## config.mk

```make
export PLATFORM = sky130hd
export DESIGN_NAME = phase_clock_generator
export DESIGN_NICKNAME = d
export VERILOG_FILES = /design/src/rtl/phase_clock_generator.sv
export SDC_FILE = /design/constraint.sdc
export NUM_CORES = 1
export LEC_CHECK = 0
export CORE_MARGIN = 10
export CORE_UTILIZATION = 45
export CTS_BUF_LIST = sky130_fd_sc_hd__clkbuf_8
export CTS_CLUSTER_DIAMETER = 100
export CTS_CLUSTER_SIZE = 8
export DETAILED_ROUTE_END_ITERATION = 10
export GPL_TIMING_DRIVEN = 1
export PLACE_DENSITY = 0.65
export SYNTH_ARGS = -nofsm -noshare
export SYNTH_HDL_FRONTEND = slang
export SYNTH_SLANG_ARGS = --single-unit
```

## constraint.sdc

```tcl
create_clock -name CLK_IN -period 5.1 [get_ports CLK_IN]
set_input_delay 0.765 -clock CLK_IN [delete_from_list [all_inputs] [get_ports CLK_IN]]
set_output_delay 0.765 -clock CLK_IN [all_outputs]
set_load 0.05 [all_outputs]
```

## src/rtl/phase_clock_generator.sv

```systemverilog
// Two-phase non-overlapping clock generator with programmable phase length and
// dead time; configuration is double-buffered and swapped only at cycle start.
module phase_clock_generator #(
  parameter int DIV_WIDTH  = 8,
  parameter int DEAD_WIDTH = 4
) (
  input  logic                  CLK_IN,
  input  logic                  RESET,
  input  logic                  ENABLE,
  input  logic                  cfg_valid,
  input  logic [DIV_WIDTH-1:0]  cfg_half,
  input  logic [DEAD_WIDTH-1:0] cfg_dead,
  output logic                  cfg_ack,
  output logic                  clk_1,
  output logic                  clk_2,
  output logic                  CLK_1_OUT,
  output logic                  CLK_2_OUT,
  output logic                  cycle_start
);

  localparam int CW = (DIV_WIDTH > DEAD_WIDTH) ? DIV_WIDTH : DEAD_WIDTH;

  typedef enum logic [2:0] {IDLE, PH1, DEAD12, PH2, DEAD21} state_t;

  state_t                state;
  logic [CW-1:0]         cnt;
  logic [DIV_WIDTH-1:0]  half_a, half_s;
  logic [DEAD_WIDTH-1:0] dead_a, dead_s;
  logic                  expired;

  assign expired   = (cnt == CW'(1));
  assign CLK_1_OUT = clk_1;
  assign CLK_2_OUT = clk_2;

  // Outputs are registered alongside the state: each branch sets the value the
  // outputs must take in the state being entered.
  always_ff @(posedge CLK_IN) begin
    if (RESET) begin
      state       <= IDLE;
      cnt         <= '0;
      clk_1       <= 1'b0;
      clk_2       <= 1'b0;
      cfg_ack     <= 1'b0;
      cycle_start <= 1'b0;
      half_a      <= DIV_WIDTH'(1);
      half_s      <= DIV_WIDTH'(1);
      dead_a      <= DEAD_WIDTH'(1);
      dead_s      <= DEAD_WIDTH'(1);
    end else begin
      cfg_ack     <= cfg_valid;
      cycle_start <= 1'b0;
      if (cfg_valid) begin
        half_s <= (cfg_half == '0) ? DIV_WIDTH'(1) : cfg_half;
        dead_s <= (cfg_dead == '0) ? DEAD_WIDTH'(1) : cfg_dead;
      end
      case (state)
        IDLE: begin
          clk_1 <= 1'b0;
          clk_2 <= 1'b0;
          if (ENABLE) begin
            state       <= PH1;
            half_a      <= half_s;
            dead_a      <= dead_s;
            cnt         <= CW'(half_s);
            clk_1       <= 1'b1;
            cycle_start <= 1'b1;
          end
        end
        PH1: begin
          if (expired) begin
            state <= DEAD12;
            cnt   <= CW'(dead_a);
            clk_1 <= 1'b0;
          end else begin
            cnt <= cnt - CW'(1);
          end
        end
        DEAD12: begin
          if (expired) begin
            state <= PH2;
            cnt   <= CW'(half_a);
            clk_2 <= 1'b1;
          end else begin
            cnt <= cnt - CW'(1);
          end
        end
        PH2: begin
          if (expired) begin
            state <= DEAD21;
            cnt   <= CW'(dead_a);
            clk_2 <= 1'b0;
          end else begin
            cnt <= cnt - CW'(1);
          end
        end
        DEAD21: begin
          if (expired) begin
            if (ENABLE) begin
              state       <= PH1;
              half_a      <= half_s;
              dead_a      <= dead_s;
              cnt         <= CW'(half_s);
              clk_1       <= 1'b1;
              cycle_start <= 1'b1;
            end else begin
              state <= IDLE;
              cnt   <= '0;
            end
          end else begin
            cnt <= cnt - CW'(1);
          end
        end
        default: begin
          state <= IDLE;
          cnt   <= '0;
          clk_1 <= 1'b0;
          clk_2 <= 1'b0;
        end
      endcase
    end
  end

endmodule

```

==> results of run 1 <==
final cells by class:
cell class / instances / area [sq um] / area share [%]
Sequential cell: 39 / 781 / 33.6
Multi-Input combinational cell: 169 / 1100 / 47.5
Tap cell: 52 / 65.1 / 2.80
Clock buffer: 5 / 68.8 / 2.96
Inverter: 6 / 22.5 / 0.969
Clock inverter: 3 / 63.8 / 2.75
Timing Repair Buffer: 22 / 218 / 9.37
cells in the final DEF, fill, tap and decap left out, drive strengths merged, types with 2 or more instances in the layout:
cell | Yosys | routed
dfxtp | 39 | 39
nor2 | 37 | 37
mux2i | 21 | 21
clkdlybuf4s50 | 0 | 21
nand2 | 12 | 12
nor3 | 12 | 12
inv | 6 | 7
a21oi | 7 | 7
nand3 | 6 | 6
o21ai | 6 | 6
nor2b | 5 | 5
clkbuf | 11 | 5
nand4 | 4 | 4
a211oi | 4 | 4
or2 | 4 | 4
nand2b | 3 | 3
a221o | 3 | 3
a211o | 3 | 3
nor3b | 3 | 3
nor4 | 3 | 3
xnor2 | 2 | 2
or3 | 2 | 2
nand4b | 2 | 2
o211ai | 2 | 2
and3 | 2 | 2
xor2 | 2 | 2
a32oi | 2 | 2
a22oi | 2 | 2
ha | 2 | 2
bufinv | 0 | 2
cells by family after synthesis:
family	after synthesis	synth area share [%]
fa+ha+maj	2	1.25
mux	22	11.1
buf+inv	23	5.52
xor+xnor	4	1.76
compound gates	40	14.5
flops	39	39.1
simple gates	101	26.8
Yosys cell counts, drive strengths merged, types with 2 or more instances:
library cell,instances,area share [%]
nor2,37,7.1
o21ai,6,1.5
dfxtp,39,39
a221o,3,1.5
nand2b,3,0.94
a211o,3,1.3
o211ai,2,0.75
a21oi,7,1.8
clkbuf,11,2.1
nand2,12,2.3
or3,2,0.63
a22oi,2,0.75
a211oi,4,1.5
nand4,4,1.3
nand3,6,1.5
xor2,2,0.88
buf,6,2.3
and3,2,0.75
a32oi,2,0.88
or2,4,1.4
nor2b,5,1.6
xnor2,2,0.88
nor3,12,3.0
nand4b,2,0.88
nor3b,3,1.4
inv,6,1.1
nor4,3,1.7
mux2i,21,11
ha,2,1.3
power breakdown:
part           internal [uW]  switching (uW)
combinational           95.5             123
sequential               332            36.1
clock                    194             108
total                    621             267
critical path: stages (launching register included):
cell and delay (ps):
sky130_fd_sc_hd__dfxtp_1 440, sky130_fd_sc_hd__ha_1 210, sky130_fd_sc_hd__nor3b_2 540, sky130_fd_sc_hd__a21boi_2 150, sky130_fd_sc_hd__or2_1 520, sky130_fd_sc_hd__nor3b_1 310, sky130_fd_sc_hd__a221o_1 140
how the worst min path moves through the flow:
| stage | startpoint | to | slack, ps | depth (start not counted) |
|---|---|---|---|---|
| floorplan | dead_a[0] | dead_a[0] | 440 | 1 |
| global placement | dead_a[0] | dead_a[0] | 450 | 1 |
| detailed placement | dead_a[0] | dead_a[0] | 460 | 1 |
| CTS | dead_a[0] | dead_a[0] | 480 | 1 |
| global route | half_a[0] | half_a[0] | 500 | 1 |
| finish | half_a[0] | half_a[0] | 470 | 1 |
routing by layer:
metal	GRT usage, %	routed length, um	up-vias
li1	-	-	847
met2	19.8	1960	53
met4	5.60	97	0
met3	3.28	254	9
met1	17.0	2250	740
met5	0	0	-
state kept, by name, indices dropped and copies added, names as in the netlist:
signal       flops
half_s           8
half_a           8
CLK_2_OUT        1
cycle_start      1
CLK_1_OUT        1
dead_a           4
cnt              8
state            3
dead_s           4
cfg_ack          1
metrics by stage:
stage | area, sq um | util (%) | total power (uW)
final | 2320 | 53.7 | 888
after global routing | 2320 | 53.7 | 933
after CTS | 2320 | 53.7 | 895
after detailed placement | 2190 | 50.7 | 592
after global placement | 2190 | 50.7 | 589
after floorplan | 2000 | - | 537
==> metrics.log, run 1 <==
INFO  metric critPathLaunch = cnt[0]
INFO  metric placement_rows = 24
INFO  metric cts_root_buffer = sky130_fd_sc_hd__clkbuf_8
INFO  metric number_of_synthesized_flops_with_an_enable_pin = 0
INFO  metric top_level_ports = 22
INFO  metric drt-total-wl = 4560 um
INFO  metric final_critical_path_setup_slack = 2730 ps
INFO  metric remaining_antenna_violation_count_after_routing = 0
INFO  metric final.setup_skew = 3.53 ps
INFO  metric design.die.area = 7500 sq um
INFO  metric critical_path_required = 5340 ps
INFO  metric worst_setup_path_end_kind = flop
INFO  metric worst_setup_path_endpoint = cnt[1]
INFO  metric cap_viol_max_count = 0
INFO  metric post-dp-hpwl = 3260 um
INFO  metric timing.hold.ws = 474 ps
INFO  metric cts-root-to-sink-buffers = 2
INFO  metric overflow = 0
INFO  metric cts_hold_buffers = 0
INFO  metric worst_ep_arrival_time = 2610 ps
INFO  metric synthToLayoutAreaGrowth = 16.4%
INFO  metric synth_cell_type_count = 56
INFO  metric detailroute.via_count = 1649
INFO  metric nFillCells = 431
INFO  metric chipHeight = 86.6 um
INFO  metric clock_sink_count = 39
INFO  metric final_hold_viol_count = 0
INFO  metric synthesis.area = 2000 sq um
INFO  metric grt_setup_unrepaired = no
INFO  metric ys_seq_elements = 39
INFO  metric start_kind = flop
INFO  metric drt_first_pass_iters = 4
INFO  metric fmaxAchievable = 422 MHz
INFO  metric detail_routed_via_count_per_cell = 5.57
INFO  metric synthesis.yosys.warnings = 0
INFO  metric crit-reg2reg-capture = cnt[1]
INFO  metric max_slew.worst_pin.slew = 732 ps
INFO  metric diode_count = 0
INFO  metric synth-seq-area-share = 39.1%
INFO  metric place.detailed.instances = 288
INFO  metric setup_viol_count_final = 0
INFO  metric crit_fanout = 15
INFO  metric worstReg2RegStart = cnt[0]
INFO  metric peakVddDrop = 0.243 mV
INFO  metric overall_track_demand_over_capacity_in_global_routing = 13.0%
INFO  metric dominantRegCellSynth = sky130_fd_sc_hd__dfxtp_1
INFO  metric placement.setup.worst_slack = 2500 ps
INFO  metric grt_max_degree = 42
INFO  metric htree_num_levels = 2
INFO  metric finish.cell_count_without_fillers = 296
INFO  metric drive_above_1_share = 8.20%
INFO  metric r2r_setup_slack = 2730 ps
INFO  metric gp_congestion = 0.859
INFO  metric clock_insertion_delay_worst_skew = 290 ps
INFO  metric initial_utilization = 46.2%
INFO  metric setup.worst_path.class = flop to flop
INFO  metric fin_tns_setup = 0 ps
INFO  metric slew_hr = 50.8%
INFO  metric chipWidth = 86.6 um
INFO  metric syn_inst = 231
INFO  metric final.period_utilization = 46.4%
INFO  metric grt_pass1_wl = 8000 um
INFO  metric post_syn_nets = 249
INFO  metric max_slew_vio_count = 0
INFO  metric initial_antenna_violation_count = 0
INFO  metric worst-r2r-cell-count = 6
INFO  metric synthesis.area_per_instance = 8.64 sq um
INFO  metric route.detailed.wl_per_inst = 15.4 um
INFO  metric finalWorstPathRequiredPeriod = 2370 ps
INFO  metric cts_resized = 0
INFO  metric cts_tree = done
INFO  metric powerDensity = 382 nW/um^2
INFO  metric worst_hold_path_type = flop to flop
INFO  metric post-route-drc-count = 0
INFO  metric cellLeakagePower = 0.000924 uW
INFO  metric first_global_vias = 1677
INFO  metric outcome = complete, no violations
INFO  metric total_clock_buffers_created_by_cts = 5
INFO  metric cts.clk_slew.worst_paths = 80 ps
INFO  metric async_reset_ff_share = 0%
INFO  metric postCtsSetupRepairBufs = 0
INFO  metric port_buffers = 21
INFO  metric coreArea = 4320 sq um
INFO  metric detailedRoute.firstIterationViolations = 145
INFO  metric finalNetCount = 261
No activity file was read; power rests on OpenSTA's default activity.
==> run 2: changes to the inputs <==
--- a/config.mk
+++ b/config.mk
@@ -12,7 +12,7 @@
 export CTS_CLUSTER_SIZE = 8
 export DETAILED_ROUTE_END_ITERATION = 10
 export GPL_TIMING_DRIVEN = 1
-export PLACE_DENSITY = 0.65
+export PLACE_DENSITY = 0.68
 export SYNTH_ARGS = -nofsm -noshare
 export SYNTH_HDL_FRONTEND = slang
 export SYNTH_SLANG_ARGS = --single-unit
==> constraint.sdc (replaced) <==
create_clock -name CLK_IN -period 2.12 [get_ports CLK_IN]
set_input_delay 0.318 -clock CLK_IN [delete_from_list [all_inputs] [get_ports CLK_IN]]
set_output_delay 0.318 -clock CLK_IN [all_outputs]
set_load 0.05 [all_outputs]
==> metrics.log, run 2 (synthesis gave the netlist of run 1 again) <==
INFO  metric top_level_ports = 22 (unchanged)
INFO  metric drt_first_pass_iters = 4 (unchanged)
INFO  metric port_buffers = 21 (unchanged)
INFO  metric gp_congestion = 0.859 (about the same)
INFO  metric fin_tns_setup = 0 ps (unchanged)
INFO  metric slew_hr = 66.4% (+16 points)
INFO  metric chipHeight = 86.6 um (unchanged)
INFO  metric final.setup_skew = 9.36 ps (+5.83 ps)
INFO  metric design.die.area = 7500 sq um (unchanged)
INFO  metric finalNetCount = 276 (+5.7%)
INFO  metric post-route-drc-count = 0 (unchanged)
INFO  metric cts_root_buffer = sky130_fd_sc_hd__clkbuf_8
INFO  metric finalWorstPathRequiredPeriod = 1960 ps (-404 ps)
INFO  metric reg_top3 = cnt x8, half_a x8, half_s x8
INFO  metric outcome = complete, no violations
INFO  metric detail_routed_via_count_per_cell = 5.56 (-0.15%)
INFO  metric final_hold_viol_count = 0 (unchanged)
INFO  metric initial_antenna_violation_count = 0 (unchanged)
INFO  metric gr-usage-met1 = 16.2% (-0.76 points)
INFO  metric most-common-layout-cells = sky130_fd_sc_hd__dfxtp_1 (39), sky130_fd_sc_hd__nor2_1 (36), sky130_fd_sc_hd__mux2i_1 (21), sky130_fd_sc_hd__clkdlybuf4s50_1 (21), sky130_fd_sc_hd__buf_4 (16)
INFO  metric diode_count = 0 (unchanged)
INFO  metric clock_insertion_delay_worst_skew = 290 ps (about the same)
INFO  metric max_slew.worst_pin.slew = 502 ps (-230 ps)
INFO  metric cts_tree = done
INFO  metric drive_above_1_share = 13.9% (+5.7 points)
INFO  metric globalRoute.busiestLayer = met2
INFO  metric grt_setup_unrepaired = no
INFO  metric final_critical_path_setup_slack = 156 ps (-2580 ps)
INFO  metric cap_viol_max_count = 0 (unchanged)
INFO  metric chipWidth = 86.6 um (unchanged)
INFO  metric synthToLayoutAreaGrowth = 20.2%
INFO  metric crit_fanout = 9 (-6)
INFO  metric overall_track_demand_over_capacity_in_global_routing = 12.9% (-0.14 points)
INFO  metric setup.worst_path.class = flop to flop
INFO  metric grt_pass1_wl = 7940 um (-0.79%)
INFO  metric critical_path_required = 2310 ps (-3030 ps)
INFO  metric setup_viol_count_final = 0 (unchanged)
INFO  metric worst_hold_path_type = flop to flop
INFO  metric final.period_utilization = 92.7% (+46 points)
INFO  metric start_kind = flop
INFO  metric peakVddDrop = 0.404 mV (+66%)
INFO  metric powerDensity = 826 nW/um^2 (+120%)
INFO  metric overflow = 0 (unchanged)
INFO  metric placement_rows = 24 (unchanged)
INFO  metric post-dp-hpwl = 3550 um (+9.0%)
INFO  metric timing.hold.ws = 466 ps (-7.78 ps)
INFO  metric most_common_cell_after_layout_fill_and_taps_aside = sky130_fd_sc_hd__dfxtp_1
INFO  metric drt-total-wl = 4740 um (+3.8%)
INFO  metric htree_num_levels = 2 (unchanged)
INFO  metric coreArea = 4320 sq um (unchanged)
INFO  metric worst_ep_arrival_time = 2160 ps (-450 ps)
INFO  metric grt_max_degree = 21 (-50%)
INFO  metric remaining_antenna_violation_count_after_routing = 0 (unchanged)
INFO  metric detailedRoute.firstIterationViolations = 119 (-18%)
INFO  metric placement.setup.worst_slack = 68.8 ps (-2430 ps)
INFO  metric grtUsageMet3 = 3.75% (+0.47 points)
INFO  metric initial_utilization = 46.2% (unchanged)
INFO  metric worst_setup_path_end_kind = flop
INFO  metric cts-root-to-sink-buffers = 2 (unchanged)
INFO  metric max_slew_vio_count = 0 (unchanged)
INFO  metric cellLeakagePower = 0.000969 uW (+4.8%)
INFO  metric grtUsageMet2 = 20.3% (+0.54 points)
INFO  metric p_total = 1980 uW (+120%)
INFO  metric cts_hold_buffers = 0 (unchanged)
INFO  metric total_clock_buffers_created_by_cts = 5 (unchanged)
INFO  metric cts.clk_slew.worst_paths = 90 ps (about the same)
INFO  metric first_global_vias = 1748 (+4.2%)
INFO  metric clock_sink_count = 39 (unchanged)
INFO  metric detailroute.via_count = 1730 (+4.9%)
INFO  metric route.detailed.wl_per_inst = 15.2 um (-1.2%)
INFO  metric fmaxAchievable = 509 MHz (+21%)
## run 2: changes by cell type in the layout (fill, tap and decap cells not counted)
cell and delta:
sky130_fd_sc_hd__clkinv_2 +1, sky130_fd_sc_hd__nor3b_2 -1, sky130_fd_sc_hd__buf_4 +15, sky130_fd_sc_hd__bufinv_16 -2, sky130_fd_sc_hd__nor3b_4 +1, sky130_fd_sc_hd__clkinvlp_4 +2
sky130_fd_sc_hd__inv_1 -1
## run 2: timing repair
item	CTS	global route
hold endpoints to repair	0	0
setup endpoints to repair	0	16
gates resized for setup	0	1
buffers inserted	0	0
## run 2: power breakdown
part	leakage [uW]	internal (uW)	switching, uW
Sequential	0.000320	798	75.1
Clock	0.0000402	229	279
Combinational	0.000609	278	321
Total	0.000969	1310	675
## run 2: cell type report
| class | instances | area (sq um) |
|---|---|---|
| fillers | 429 | 1930 |
| multi-input cells | 169 | 1110 |
| flip-flops and latches | 39 | 781 |
| repair buffers | 37 | 330 |
| clock buffers | 5 | 68.8 |
| well taps | 52 | 65.1 |
| inverters | 6 | 22.5 |
| clock inverters | 3 | 20.0 |
## run 2: worst max-delay path, cell delays in order, from the launching register on
cell                      delay, ps
sky130_fd_sc_hd__dfxtp_1        350
sky130_fd_sc_hd__inv_1           80
sky130_fd_sc_hd__ha_1           170
sky130_fd_sc_hd__nor3b_4        400
sky130_fd_sc_hd__nand2_1        280
sky130_fd_sc_hd__a21oi_1        220
sky130_fd_sc_hd__o22ai_1        110
sky130_fd_sc_hd__a32o_1         250
## run 2: metrics by stage
step / util [%] / instances / instance area [sq um]
detailed placement: 53.3 / 303 / 2300
finish: 55.5 / 311 / 2400
floorplan: - / 231 / 2000
global placement: 53.3 / 303 / 2300
global route: 55.5 / 311 / 2400
CTS: 55.3 / 311 / 2390
## run 2: metal layers
layer  up-vias  part of all wire [%]
li1        874                     -
met1       794                    47
met2        60                    45
met3         2                   7.2
met4         0                  0.55
met5         -                     0
## run 2: worst paths after layout
check	startpoint	to	slack [ps]	cells after the start
worst min register to register	dead_a[0]	dead_a[0]	470	1
worst min-delay path	dead_a[0]	dead_a[0]	470	1
worst max-delay path	cnt[1]	cnt[0]	160	7
worst max register to register	cnt[1]	cnt[0]	160	7
==> run 3: changes to the inputs <==
--- a/config.mk
+++ b/config.mk
@@ -13,6 +13,7 @@
 export DETAILED_ROUTE_END_ITERATION = 10
 export GPL_TIMING_DRIVEN = 1
 export PLACE_DENSITY = 0.68
+export SKIP_LAST_GASP = 1
 export SYNTH_ARGS = -nofsm -noshare
 export SYNTH_HDL_FRONTEND = slang
 export SYNTH_SLANG_ARGS = --single-unit
==> results of run 3 <==
The final DEF is identical to that of run 2; final timing and power are the same.
